`src/rtl/rr_mux16_scheduler_pkg.sv`:
```
// Shared types and sizes for the 16-requester round-robin bit-mux scheduler.
package mux16_pkg;
    localparam int N_REQ = 16;
    localparam int SEL_W = 4;

    typedef enum logic {
        IDLE = 1'b0,
        BUSY = 1'b1
    } state_t;
endpackage

```
`src/rtl/rr_mux16_scheduler_pick.sv`:
```
// Combinational round-robin picker: first set request at or after ptr, wrapping at 15.
module rr_pick16
    import mux16_pkg::*;
(
    input  logic [N_REQ-1:0] req,
    input  logic [SEL_W-1:0] ptr,
    output logic             found,
    output logic [SEL_W-1:0] idx
);

    logic [SEL_W-1:0] cand;

    // Scan from farthest to nearest so the nearest set bit is the last one written.
    always_comb begin
        found = 1'b0;
        idx   = ptr;
        cand  = ptr;
        for (int k = N_REQ - 1; k >= 0; k--) begin
            cand = ptr + SEL_W'(k);
            if (req[cand]) begin
                found = 1'b1;
                idx   = cand;
            end
        end
    end

endmodule

```
`src/rtl/rr_mux16_scheduler.sv`:
```
// Round-robin owner of the shared serial line: grants bursts of up to BURST_LEN beats.
//   state | meaning
//   IDLE  | no owner, grant=0, waiting for any request
//   BUSY  | sel/grant hold the owner, beats flow while req[sel] stays high
module rr_mux16_scheduler
    import mux16_pkg::*;
#(
    parameter  int BURST_LEN = 4,
    localparam int CNT_W     = $clog2(BURST_LEN) + 1
) (
    input  logic             clk,
    input  logic             rst_n,
    input  logic [N_REQ-1:0] req,
    input  logic [N_REQ-1:0] data_in,
    input  logic             out_ready,
    output logic [SEL_W-1:0] sel,
    output logic [N_REQ-1:0] grant,
    output logic             out_valid,
    output logic             out_bit,
    output logic             done
);

    localparam logic [CNT_W-1:0] LAST_BEAT = CNT_W'(BURST_LEN - 1);

    state_t           state, state_nxt;
    logic [SEL_W-1:0] sel_nxt;
    logic [N_REQ-1:0] grant_nxt;
    logic [SEL_W-1:0] ptr, ptr_nxt;
    logic [CNT_W-1:0] beat_cnt, cnt_nxt;

    logic             busy;
    logic             xfer;
    logic             last_beat;
    logic             burst_end;
    logic [SEL_W-1:0] sel_inc;
    logic [SEL_W-1:0] pick_ptr;
    logic             found;
    logic [SEL_W-1:0] idx;

    assign busy      = (state == BUSY);
    assign xfer      = busy && req[sel] && out_ready;
    assign last_beat = xfer && (beat_cnt == LAST_BEAT);
    assign burst_end = busy && (last_beat || !req[sel]);
    assign sel_inc   = sel + SEL_W'(1);
    // At burst end the search already starts past the outgoing owner.
    assign pick_ptr  = burst_end ? sel_inc : ptr;

    rr_pick16 u_pick (
        .req   (req),
        .ptr   (pick_ptr),
        .found (found),
        .idx   (idx)
    );

    assign out_bit = data_in[sel];

    always_comb begin
        state_nxt = state;
        sel_nxt   = sel;
        grant_nxt = grant;
        ptr_nxt   = ptr;
        cnt_nxt   = beat_cnt;
        out_valid = 1'b0;
        done      = 1'b0;
        case (state)
            IDLE: begin
                if (found) begin
                    state_nxt = BUSY;
                    sel_nxt   = idx;
                    grant_nxt = N_REQ'(1) << idx;
                    cnt_nxt   = '0;
                end
            end
            BUSY: begin
                out_valid = req[sel];
                done      = last_beat;
                if (burst_end) begin
                    ptr_nxt = sel_inc;
                    cnt_nxt = '0;
                    if (found) begin
                        sel_nxt   = idx;
                        grant_nxt = N_REQ'(1) << idx;
                    end else begin
                        state_nxt = IDLE;
                        grant_nxt = '0;
                    end
                end else if (xfer) begin
                    cnt_nxt = beat_cnt + CNT_W'(1);
                end
            end
            default: state_nxt = IDLE;
        endcase
    end

    always_ff @(posedge clk or negedge rst_n) begin
        if (!rst_n) begin
            state    <= IDLE;
            sel      <= '0;
            grant    <= '0;
            ptr      <= '0;
            beat_cnt <= '0;
        end else begin
            state    <= state_nxt;
            sel      <= sel_nxt;
            grant    <= grant_nxt;
            ptr      <= ptr_nxt;
            beat_cnt <= cnt_nxt;
        end
    end

endmodule
```
`config.mk`:
```
export PLATFORM = sky130hd
export DESIGN_NAME = rr_mux16_scheduler
export DESIGN_NICKNAME = d
export VERILOG_FILES = /design/src/rtl/rr_mux16_scheduler_pkg.sv /design/src/rtl/rr_mux16_scheduler_pick.sv /design/src/rtl/rr_mux16_scheduler.sv
export SDC_FILE = /design/constraint.sdc
export NUM_CORES = 1
export LEC_CHECK = 0
export BUFFER_PORTS_ARGS = -buffer_cell sky130_fd_sc_hd__clkbuf_2
export CORE_MARGIN = 2
export CORE_UTILIZATION = 35
export DETAILED_ROUTE_END_ITERATION = 10
export GPL_ROUTABILITY_DRIVEN = 0
export PLACE_DENSITY_LB_ADDON = 0.15
export SLEW_MARGIN = 20
export SYNTH_ARGS = -nofsm -noshare
export SYNTH_HDL_FRONTEND = slang
export SYNTH_SLANG_ARGS = --single-unit
```
`constraint.sdc`:
```
create_clock -name clk -period 5.2 [get_ports clk]
set_input_delay 1.04 -clock clk [delete_from_list [all_inputs] [get_ports clk]]
set_output_delay 1.04 -clock clk [all_outputs]
set_load 0.1 [all_outputs]
```
* Word-level counts from Yosys, hierarchy flattened
Index checks and enable logic that the tools add are counted.
** Word-level totals
- Input port bits :: 35
- Output and inout bits :: 23
- Bits in registers :: 28
- Word-level logic and storage cells :: 138
** Operators by class
- Shifts and indexed selects :: 1
- $lt $le $gt $ge :: 17
- Bitwise logic cells :: 1
- Muxes and demuxes :: 85
- Equality and inequality tests :: 4
- Reduce and logical (&&, ||, !) cells :: 8
- Add/sub/neg operators :: 17
** Operator list (number)
- 4-bit by 5-bit < comparator with 1-bit output (second input constant) :: 17
- 4-bit two-way mux :: 19
- 1-bit binary-select mux with 4-bit select :: 18
- 16-bit two-way mux :: 3
- 1-bit two-way mux :: 38
- 4-bit adder (second input constant) :: 8
- 16-bit one-hot mux with 2 select lines :: 1
- 4-bit by 3-bit adder with 4-bit output (second input constant) :: 4
- 1-bit by 4-bit left shift with 16-bit output (first input constant) :: 1
- 3-bit two-way mux :: 3
- 4-bit by 1-bit adder with 4-bit output (second input constant) :: 2
- 4-bit by 2-bit adder with 4-bit output (second input constant) :: 2
- 4-bit one-hot mux with 2 select lines :: 1
- 3-bit one-hot mux with 2 select lines :: 1
- 1-bit logical AND :: 4
- 2-bit AND reduction :: 2
- 3-bit by 1-bit adder with 3-bit output (second input constant) :: 1
- 3-bit by 2-bit equality test with 1-bit output (second input constant) :: 1
- 3-bit by 1-bit inequality test with 1-bit output (second input constant) :: 1
- 2-bit by 1-bit inequality test with 1-bit output (second input constant) :: 1
- 2-bit inequality test (second input constant) :: 1
- 1-bit one-hot mux with 2 select lines :: 1
- 1-bit logical NOT :: 1
- 1-bit logical OR :: 1
- 1-bit NOT :: 1

* Depth between registers and ports, before layout
Gate-level depths: netlist (run 1).
- Word-level depth :: 31
- Depth in mapped cells :: 27
- Depth with buffers taken out :: 21

* Modules after synthesis
From an unflattened synthesis (run 1), not the netlist that was laid out.
** Unflattened totals
- Cells, all modules :: 378
- Area total of the unflattened synthesis :: 3866.2 um^2
** By module, submodules not included
- rr_pick16 :: area an instance 2193.4 um^2, cells each 244, instances 1, sequential area each 0.0 um^2
- rr_mux16_scheduler :: area an instance 1672.9 um^2, cells each 134, instances 1, sequential area each 700.7 um^2

* Least setup slack after synthesis (run 1)
Ideal clock, no wire load.
- Path kind :: in2reg
- Start :: input req[3]
- End :: register grant[8]
- Path buffers :: 6
- Stages on the path :: 23
- Path slack :: -917 ps
- Data arrival time :: 5994 ps
- Data required time :: 5077 ps
- Library setup time :: 123 ps
- Path through :: clkbuf_1 mux2i_1 a221oi_2 a21boi_4 and3_1 buf_6 nor2_4 inv_2 buf_6 buf_2 buf_2 ha_1 clkbuf_1 mux2i_1 mux2i_1 mux2i_1 mux2i_1 or4b_4 nor3_1 o211ai_1 o211a_1 and2_1 a32o_1
** On the way
- Word-level cells in the longest chain between the ends :: 31
- Elaborated cells on any way between the ends :: 96
- Classes of those cells :: 15 x add/sub; 2 x eq/ne; 1 x shift; 71 x mux; 7 x reduce/logical
** Ends and longest elaborated chain
- start: declaration :: RTL line rr_mux16_scheduler.sv:13 : input logic [N_REQ-1:0] req,
- 1-bit binary-select mux with 4-bit select :: RTL line rr_mux16_scheduler.sv:41, rr_mux16_scheduler.sv:43
- 1-bit two-way mux (not written as such) :: RTL line rr_mux16_scheduler.sv:41, rr_mux16_scheduler.sv:43
- 1-bit logical AND (2 in series) :: RTL line rr_mux16_scheduler.sv:41 : assign xfer = busy && req[sel] && out_ready;
- 1-bit logical AND :: RTL line rr_mux16_scheduler.sv:42 : assign last_beat = xfer && (beat_cnt == LAST_BEAT);
- 1-bit logical OR :: RTL line rr_mux16_scheduler.sv:43 : assign burst_end = busy && (last_beat || !req[sel]);
- 1-bit logical AND :: RTL line rr_mux16_scheduler.sv:43
- 4-bit two-way mux
- 4-bit adder :: RTL line rr_mux16_scheduler_pick.sv:19 : cand = ptr + SEL_W'(k);
- 1-bit binary-select mux with 4-bit select :: RTL line rr_mux16_scheduler_pick.sv:20 : if (req[cand]) begin
- 1-bit two-way mux (not written as such) :: RTL line rr_mux16_scheduler_pick.sv:20
- 4-bit two-way mux (16 in series) :: RTL line rr_mux16_scheduler_pick.sv:20
- 1-bit by 4-bit left shift with 16-bit output :: RTL line rr_mux16_scheduler.sv:70, rr_mux16_scheduler.sv:82
- 16-bit two-way mux :: RTL line rr_mux16_scheduler.sv:80 : if (found) begin
- 16-bit two-way mux :: RTL line rr_mux16_scheduler.sv:77 : if (burst_end) begin
- 16-bit one-hot mux with 2 select lines :: RTL line rr_mux16_scheduler.sv:65 : case (state)
- end signal: assignment :: RTL line rr_mux16_scheduler.sv:105 : grant <= grant_nxt;
- end: declaration :: RTL line rr_mux16_scheduler.sv:17 : output logic [N_REQ-1:0] grant,
Parallel ways exist; a longest one is shown, timed or not. The select of a mux whose other input is x is not followed.
A chain may end at the register's enable or synchronous reset.

* Final worst setup path (run 1)
- Start :: input req[4]
- End :: register grant[10]
The elaborated chain is that of the path after synthesis.

==> results.yml, run 1 <==
flow_run:
  drv_cap: 0
sta:
  tightestPinTransition_ns: 0.900
  fin_crit_sh_pct: 95.4
  setup_viol: 0
  setup_ws_ns: 0.240
  fin_tns_setup_ns: 0
  hold_viol_final: 0
  slew_violations: 0
  min_period_ns: 4.96
  max_freq_mhz: 202
  skew_ns: 0.00464
  slew_headroom_pct: 39.5
placed_design:
  placed_area_um2: 6050
  dpl.cell_count: 939
  io_buffer_count: 57
  place_hpwl_um: 15800
  pre_cts_ws_ns: -0.110
grt:
  antenna_found_initial: 0
  grt_start_max_net_pins: 29
  busiest_layer: "met2"
  met3_usage_pct: 4.12
  grt_pass1_vias: 5654
  overflow: 0
  grt_use_met1_pct: 37.2
  grt_pass1_wl_um: 31000
  use_met2_pct: 41.6
  grt_usage_pct: 26.7
worst_setup_path:
  cp.buffers_inverters: 6
  cp-end-kind: "flip-flop"
  cpLargestDelayFamily: "compound AO/OA/AOI/OAI gates"
  crit_top_cell: "buf_4"
  critPathSlowestCell: "mux2_2"
  critPathMaxFanout: 12
  startpoint_type: "primary input"
  slowest_delay_ns: 0.30
  crit_type: "primary input to flip-flop"
  crit_chain: "clkbuf_2 > mux2_4 > o221a_4 > a21bo_4 > o211a_4 > inv_4 > ha_4 > buf_6 > mux2i_1 > mux2_4 > buf_4 > mux2_2 > mux2i_2 > buf_4 > nor4_1 > a31oi_1 > o211ai_1 > buf_4 > and2_1 > a32o_1"
  crit_required_ns: 5.36
  cp.arrival_ns: 5.12
cells_and_area:
  stdcell_count: 953
  fill_cells: 1376
  drive_gt1_share_pct: 36.1
  antenna_cells: 0
  fin_area_um2: 6360
  area_growth_pct: 30.8
  most-common-layout-cells: "122 x buf_4, 57 x clkbuf_2, 48 x nand2_1"
  fin_nets: 813
  final_common_cell: "buf_4"
clock_tree:
  root_buffer: "clkbuf_16"
  cts_max_path_buffers: 2
  clk_pin_slew_worst_paths_ns: 0.07
  clock_sinks: 28
  cts_tree: "built"
  numCtsBuffers: 3
  insertion_delay_ns: 0.27
  h-tree-depth: 1
detailed_routing:
  drc: 0
  ant_nets: 0
  vias_per_cell: 6.25
  drt_pre_antenna_iters: 5
  vias: 5958
  wire_per_inst_um: 21.1
  drt_wl_total_um: 20100
  first_iter_violations: 770
floorplanning:
  rows: 43
  io_pins: 58
  start_util_pct: 35.4
  fp.dieH_um: 122
  design.core.area_um2: 13700
  die_x_um: 122
  dieArea_um2: 14900
logic_synthesis:
  ys_ff_latch: 28
  synthArstFlopShare_pct: 100
  syn_inst: 631
  ys_seq_area_share_pct: 14.4
  synth_flop_cell: "dfrtp_1"
  synth.distinct_cells: 95
  synth_warnings: 0
  syn_avg_cell_area_um2: 7.71
  syn_area_um2: 4860
  syn_nets: 670
  synth_edf_count: 0
status:
  status: "completed"
worst_hold_path:
  min_path_type: "flip-flop to flip-flop"
## final timing paths
path | start | endpoint | slack (ns) | depth (start not counted)
max in group asynchronous | rst_n | sel[2]$_DFFE_PN0P_ | 3.90 | 1
worst max register to register | sel[0]$_DFFE_PN0P_ | grant[10]$_DFFE_PN0P_ | 0.34 | 18
worst min register to register | grant[0]$_DFFE_PN0P_ | grant[0]$_DFFE_PN0P_ | 0.49 | 2
worst max-delay path | req[4] | grant[10]$_DFFE_PN0P_ | 0.24 | 20
min in group asynchronous | rst_n | grant[4]$_DFFE_PN0P_ | 0.80 | 1
worst min-delay path | grant[0]$_DFFE_PN0P_ | grant[0]$_DFFE_PN0P_ | 0.49 | 2
## metrics by stage
stage / hold slack, ns / util, %
final: 0.486 / 46.4
after global routing: 0.528 / 46.4
after CTS: 0.489 / 44.7
after detailed placement: 0.472 / 44.1
after global placement: 0.464 / 44.1
after floorplan: 0.479 / -
## synth_stat cells, types with 6 or more instances
library cell / number / area share (%)
xnor2_1: 14 / 2.5
o211ai_1: 13 / 2.0
a211o_1: 6 / 1.1
a21o_1: 6 / 0.93
o22ai_1: 6 / 0.77
nor2_1: 44 / 3.4
a21oi_1: 36 / 3.7
a22oi_1: 8 / 1.2
inv_1: 17 / 1.3
nand4_1: 6 / 0.77
buf_6: 6 / 1.4
dfrtp_1: 28 / 14
or3_1: 6 / 0.77
o31ai_1: 12 / 1.9
nor4_1: 6 / 0.77
a31oi_1: 12 / 1.5
o221ai_1: 7 / 1.3
nor2b_1: 10 / 1.3
o21ai_0: 33 / 3.4
a2111oi_0: 6 / 1.1
and3_1: 11 / 1.4
mux2_2: 13 / 3.0
a211oi_1: 17 / 2.6
a32o_1: 10 / 2.1
clkbuf_1: 16 / 1.2
nand2b_1: 12 / 1.5
buf_2: 15 / 1.5
nor3_1: 14 / 1.4
nand2_1: 48 / 3.7
mux2i_1: 35 / 7.2
and2_1: 8 / 1.0
nand3_1: 34 / 3.5
## layer usage
layer	part of all wire, %	vias to the layer above
li1	-	2738
met1	45	2858
met2	44	304
met3	8.1	58
met4	3.5	0
met5	0	-
## worst min-delay path: cells and delay by family, from the launching register on
| kind | cells | cell delay (ns) |
|---|---|---|
| DFF | 1 | 0.35 |
| and+or+nand+nor | 1 | 0.05 |
| AOI/OAI and AO/OA | 1 | 0.05 |
## registers in the layout (all words and copies together) (netlist names)
signal	cells
grant	16
beat_cnt	3
sel	4
ptr	4
busy	1
## area by class of cell
| type | count | area [µm²] | area share, % |
|---|---|---|---|
| Tap cell | 180 | 225 | 3.54 |
| Timing Repair Buffer | 181 | 1230 | 19.4 |
| Clock buffer | 4 | 88.8 | 1.40 |
| Multi-Input combinational cell | 538 | 4020 | 63.2 |
| Sequential cell | 28 | 704 | 11.1 |
| Inverter | 22 | 88.8 | 1.40 |
## cell families after synthesis
| kind of cell | after synthesis | synth area share, % |
|---|---|---|
| AO/OA/AOI/OAI | 234 | 36.5 |
| AND/OR/NAND/NOR | 221 | 23.6 |
| buffers and inverters | 66 | 6.71 |
| multiplexers | 56 | 13.3 |
| flip-flops | 28 | 14.4 |
| XOR/XNOR | 22 | 4.43 |
| adder cells (fa/ha/maj) | 4 | 1.03 |
## repair_timing
action	CTS	global route
hold endpoints to repair	0	0
gates resized for setup	0	39
endpoints found under the setup margin	0	22
setup buffers	0	9
hold buffers	0	0
Power of run 1 is not shown: default switching activity piles up to over one toggle a cycle in this logic, so the estimate is an artifact.
==> run 2, diff against run 1 <==
Settings changed: SETUP_SLACK_MARGIN from default to 0.4.
==> run 2 against run 1 <==
Hold slack improved by 0.0031 ns. Core utilization increased by 3.5 points. Worst setup slack improved by 0.055 ns. Sequential share of layout area decreased by 0.78 points. Count of clock-buffer cells in the layout decreased by 1. Cell count increased by 3.3%. Fmax increased by 1.1%. Sequential cell count unchanged. Routed wire length decreased by 0.32%.
==> results.yml, run 2 (same netlist as run 1, synthesis figures left out) <==
status:
  status: "completed"
cells_and_area:
  fin_nets: 844
  regMostFlops: "grant"
  fill_cells: 1351
  reg_top3: "grant x16, ptr x4, sel x4"
  final_util_pct: 49.9
  multi_input_area_um2: 4180
  regArea_um2: 704
  stdcell_count: 984
  antenna_cells: 0
  most-common-layout-cells: "146 x buf_4, 55 x clkbuf_2, 46 x nand2_1"
  drive_gt1_share_pct: 41.5
  area_growth_pct: 40.7
  largest_register_ffs: 16
  final_common_cell: "buf_4"
detailed_routing:
  vias_per_cell: 6.13
  ant_nets: 0
  routed-wl-met2_um: 9060
  vias: 6030
  wl_met3_um: 1430
  drt_wl_total_um: 20000
  met1_length_um: 9050
  drt_pre_antenna_iters: 8
  wire_per_inst_um: 20.3
  top_layer_used: "met4"
  first_iter_violations: 736
  drc: 0
placed_design:
  dpl.cell_count: 953
  io_buffer_count: 57
  place_hpwl_um: 15600
clock_tree:
  clk_pin_slew_worst_paths_ns: 0.07
  numCtsBuffers: 3
  clock_sinks: 28
  cts_max_path_buffers: 2
  cts_tree: "built"
  h-tree-depth: 1
  root_buffer: "clkbuf_16"
  insertion_delay_ns: 0.26
flow_run:
  drv_cap: 0
sta:
  max_freq_mhz: 204
  rsz0062_at_grt: "yes"
  slew_violations: 0
  setup_viol: 0
  hold_viol_final: 0
  slew_headroom_pct: 54.4
  tightestPinTransition_ns: 0.684
  fin_crit_sh_pct: 94.3
  skew_ns: 0.00452
  min_period_ns: 4.90
worst_setup_path:
  cp-end-kind: "flip-flop"
  crit_top_cell: "buf_6"
  cp.arrival_ns: 5.05
  critPathMaxFanout: 6
  crit_chain: "buf_6 > mux2_4 > o221a_4 > a21boi_4 > a21boi_2 > nor2_4 > inv_2 > ha_4 > buf_6 > mux2i_1 > mux2_2 > nor2_1 > a21oi_2 > a21oi_1 > or4b_4 > nor3_4 > o211ai_1 > o211a_1 > and2_1 > a32o_1"
  slowest_delay_ns: 0.57
  critPathSlowestCell: "or4b_4"
  startpoint_type: "primary input"
  crit_required_ns: 5.35
  crit_type: "primary input to flip-flop"
floorplanning:
  die_x_um: 122
  io_pins: 58
  fp.dieH_um: 122
  dieArea_um2: 14900
  design.core.area_um2: 13700
  rows: 43
  start_util_pct: 35.4
worst_hold_path:
  min_path_type: "flip-flop to flip-flop"
grt:
  grt_pass1_wl_um: 31200
  overflow: 0
  antenna_found_initial: 0
  grt_usage_pct: 26.5
  grt_start_max_net_pins: 31
  grt_pass1_vias: 5817
-- run 2: path summary, 6_finish.rpt --
path	startpoint	end	slack (ns)	depth (start not counted)
worst max register to register	beat_cnt[0]$_DFFE_PN0P_	grant[8]$_DFFE_PN0P_	0.42	21
worst min-delay path	grant[4]$_DFFE_PN0P_	grant[4]$_DFFE_PN0P_	0.49	2
worst max-delay path	req[4]	grant[8]$_DFFE_PN0P_	0.30	20
max in group asynchronous	rst_n	sel[1]$_DFFE_PN0P_	3.91	1
worst min register to register	grant[4]$_DFFE_PN0P_	grant[4]$_DFFE_PN0P_	0.49	2
min in group asynchronous	rst_n	grant[5]$_DFFE_PN0P_	0.81	1
-- run 2: per-layer routing --
metal | up-vias | GRT usage (%)
li1 | 2801 | -
met1 | 2915 | 37.9
met2 | 273 | 43.0
met3 | 41 | 2.15
met4 | 0 | 7.18
met5 | - | 0
-- run 2: layout make-up --
type	instances	share of cell area, %
multi-input cells	537	61.1
clock buffers	3	1.10
inverters	22	1.33
repair buffers	213	22.4
well taps	180	3.29
flip-flops and latches	28	10.3
clock inverters	1	0.439
-- run 2: repair_timing --
item,in CTS,in global routing
gates cloned,0,0
endpoints found under the setup margin,22,23
resized for setup,31,52
pin swaps,17,26
hold buffers,0,0
setup buffers,15,12
-- run 2: metrics by stage --
step / worst slack [ns] / area (µm²) / TNS, ns / hold slack (ns)
global placement: -0.00821 / 6180 / -0.00821 / 0.466
detailed placement: -0.110 / 6180 / -0.768 / 0.470
floorplan: -0.312 / 4940 / -4.68 / 0.479
global route: 0.123 / 6840 / 0 / 0.509
CTS: 0.367 / 6520 / 0 / 0.490
finish: 0.295 / 6840 / 0 / 0.489
-- run 2: worst max-delay path: cells and delay by family --
kind / cells / cell delay (ns)
fa+ha+maj: 1 / 0.32
simple gates: 5 / 1.11
mux: 3 / 0.73
buf+inv: 3 / 0.29
compound gates: 8 / 1.55
Power of run 2 is left out for the same reason.
==> run 3, diff against run 2 <==
Settings changed: REMOVE_ABC_BUFFERS from default to 1.
==> run 3 against run 2 <==
Cell count down 0.71%. Critical path depth fell by 3. Clock skew barely moved. Register-to-register slack about the same. Count of clock-buffer cells in the layout unchanged. Global-route usage grew 0.53 points. Critical endpoint is now grant[9]$_DFFE_PN0P_. Highest routed layer unchanged.
==> results.yml, run 3 (same netlist as run 1, synthesis figures left out) <==
cells_and_area:
  most-common-layout-cells: "134 x buf_4, 53 x clkbuf_2, 47 x nand2_1"
  area_growth_pct: 45.0
  fill_cells: 1339
  fin_nets: 838
  reg_top3: "grant x16, ptr x4, sel x4"
  final_util_pct: 51.4
  antenna_cells: 0
  final_common_cell: "buf_4"
  largest_register_ffs: 16
  drive_gt1_share_pct: 42.7
  regMostFlops: "grant"
sta:
  slew_violations: 0
  slew_headroom_pct: 33.1
  setup_viol: 0
  min_period_ns: 4.91
  tightestPinTransition_ns: 0.997
  skew_ns: 0.00427
  max_freq_mhz: 204
  hold_viol_final: 0
  rsz0062_at_grt: "yes"
  fin_crit_sh_pct: 94.4
floorplanning:
  dieArea_um2: 14900
  rows: 43
  fp.dieH_um: 122
  start_util_pct: 35.4
  design.core.area_um2: 13700
  die_x_um: 122
  io_pins: 58
worst_setup_path:
  crit_type: "primary input to flip-flop"
  crit_required_ns: 5.35
  rr_endpoint: "grant[9]$_DFFE_PN0P_"
  rrSetupSlack_ns: 0.42
  reg2reg_depth: 16
  startpoint_type: "primary input"
  rr_startpoint: "sel[0]$_DFFE_PN0P_"
  cp-end-kind: "flip-flop"
  critPathMaxFanout: 10
  cp.arrival_ns: 5.06
detailed_routing:
  first_iter_violations: 601
  drt_pre_antenna_iters: 6
  ant_nets: 0
  drc: 0
  vias_per_cell: 6.28
  wire_per_inst_um: 21.0
  drt_wl_total_um: 20500
  vias: 6131
grt:
  met3_usage_pct: 3.46
  antenna_found_initial: 0
  grt_pass1_wl_um: 31700
  grt_usage_pct: 27.1
  busiest_layer: "met2"
  use_met2_pct: 43.5
  grt_start_max_net_pins: 32
  grt_pass1_vias: 5834
  grt_use_met1_pct: 37.9
  overflow: 0
clock_tree:
  h-tree-depth: 1
  cts-hold-fix-buffers: 0
  root_buffer: "clkbuf_16"
  numCtsBuffers: 3
  clk_pin_slew_worst_paths_ns: 0.06
  cts_tree: "built"
  clock_sinks: 28
  cts_max_path_buffers: 2
  insertion_delay_ns: 0.26
placed_design:
  place_hpwl_um: 15500
  io_buffer_count: 57
worst_hold_path:
  holdPathStages: 2
  hp-start: "grant[7]$_DFFE_PN0P_"
  min_path_type: "flip-flop to flip-flop"
  hold_end: "grant[7]$_DFFE_PN0P_"
flow_run:
  drv_cap: 0
status:
  status: "completed"
## run 3: timing repair
action | 4_1_cts | 5_1_grt
setup endpoints to repair | 23 | 23
pin swaps | 15 | 42
gates resized for setup | 59 | 86
setup buffers | 9 | 7
gates cloned | 2 | 0
## run 3: worst max-delay path, cell delays in order
cell      delay [ns]
clkbuf_2        0.09
mux2_4          0.28
o221a_4         0.29
a21bo_4         0.23
buf_12          0.15
or4b_4          0.53
buf_4           0.18
nand3_2         0.09
a211oi_1        0.06
or4b_4          0.61
mux2i_4         0.25
a21o_1          0.23
a21oi_2         0.08
a21oi_2         0.24
o211ai_1        0.24
and2_4          0.24
a32o_1          0.24
## run 3: area by class of cell
class                           count  area, µm²  area share, %
Clock buffer                        3       75.1           1.06
Sequential cell                    28        702           9.95
Tap cell                          180        225           3.19
Inverter                           22       85.1           1.21
Timing Repair Buffer              205       1510           21.4
Multi-Input combinational cell    539       4460           63.2
## run 3: worst max path at each step
| stage | start | to | slack (ns) |
|---|---|---|---|
| after floorplan | sel[0]$_DFFE_PN0P_ | grant[8]$_DFFE_PN0P_ | -1.00 |
| after global placement | req[13] | grant[11]$_DFFE_PN0P_ | -0.19 |
| after detailed placement | req[13] | grant[13]$_DFFE_PN0P_ | -0.20 |
| after CTS | req[4] | grant[13]$_DFFE_PN0P_ | 0.40 |
| after global routing | req[4] | grant[11]$_DFFE_PN0P_ | 0.21 |
| final | req[4] | grant[9]$_DFFE_PN0P_ | 0.29 |
## run 3: routing by layer
metal  up-vias  share of wire [%]
met5         -                  0
met4         0                2.3
met3        44                9.4
met2       356                 46
met1      2929                 42
li1       2802                  -
## run 3: stage by stage
step	TNS, ns	area (µm²)	hold WS (ns)	worst slack, ns	std cells
4_1_cts	0	6580	0.496	0.401	970
2_1_floorplan	-20.04	4620	0.479	-1.00	587
3_3_place_gp	-2.28	6160	0.464	-0.186	956
6_report	0	7050	0.494	0.292	977
5_1_grt	0	7050	0.511	0.210	977
3_5_place_dp	-2.73	6160	0.475	-0.196	956
Power of run 3 is left out for the same reason.
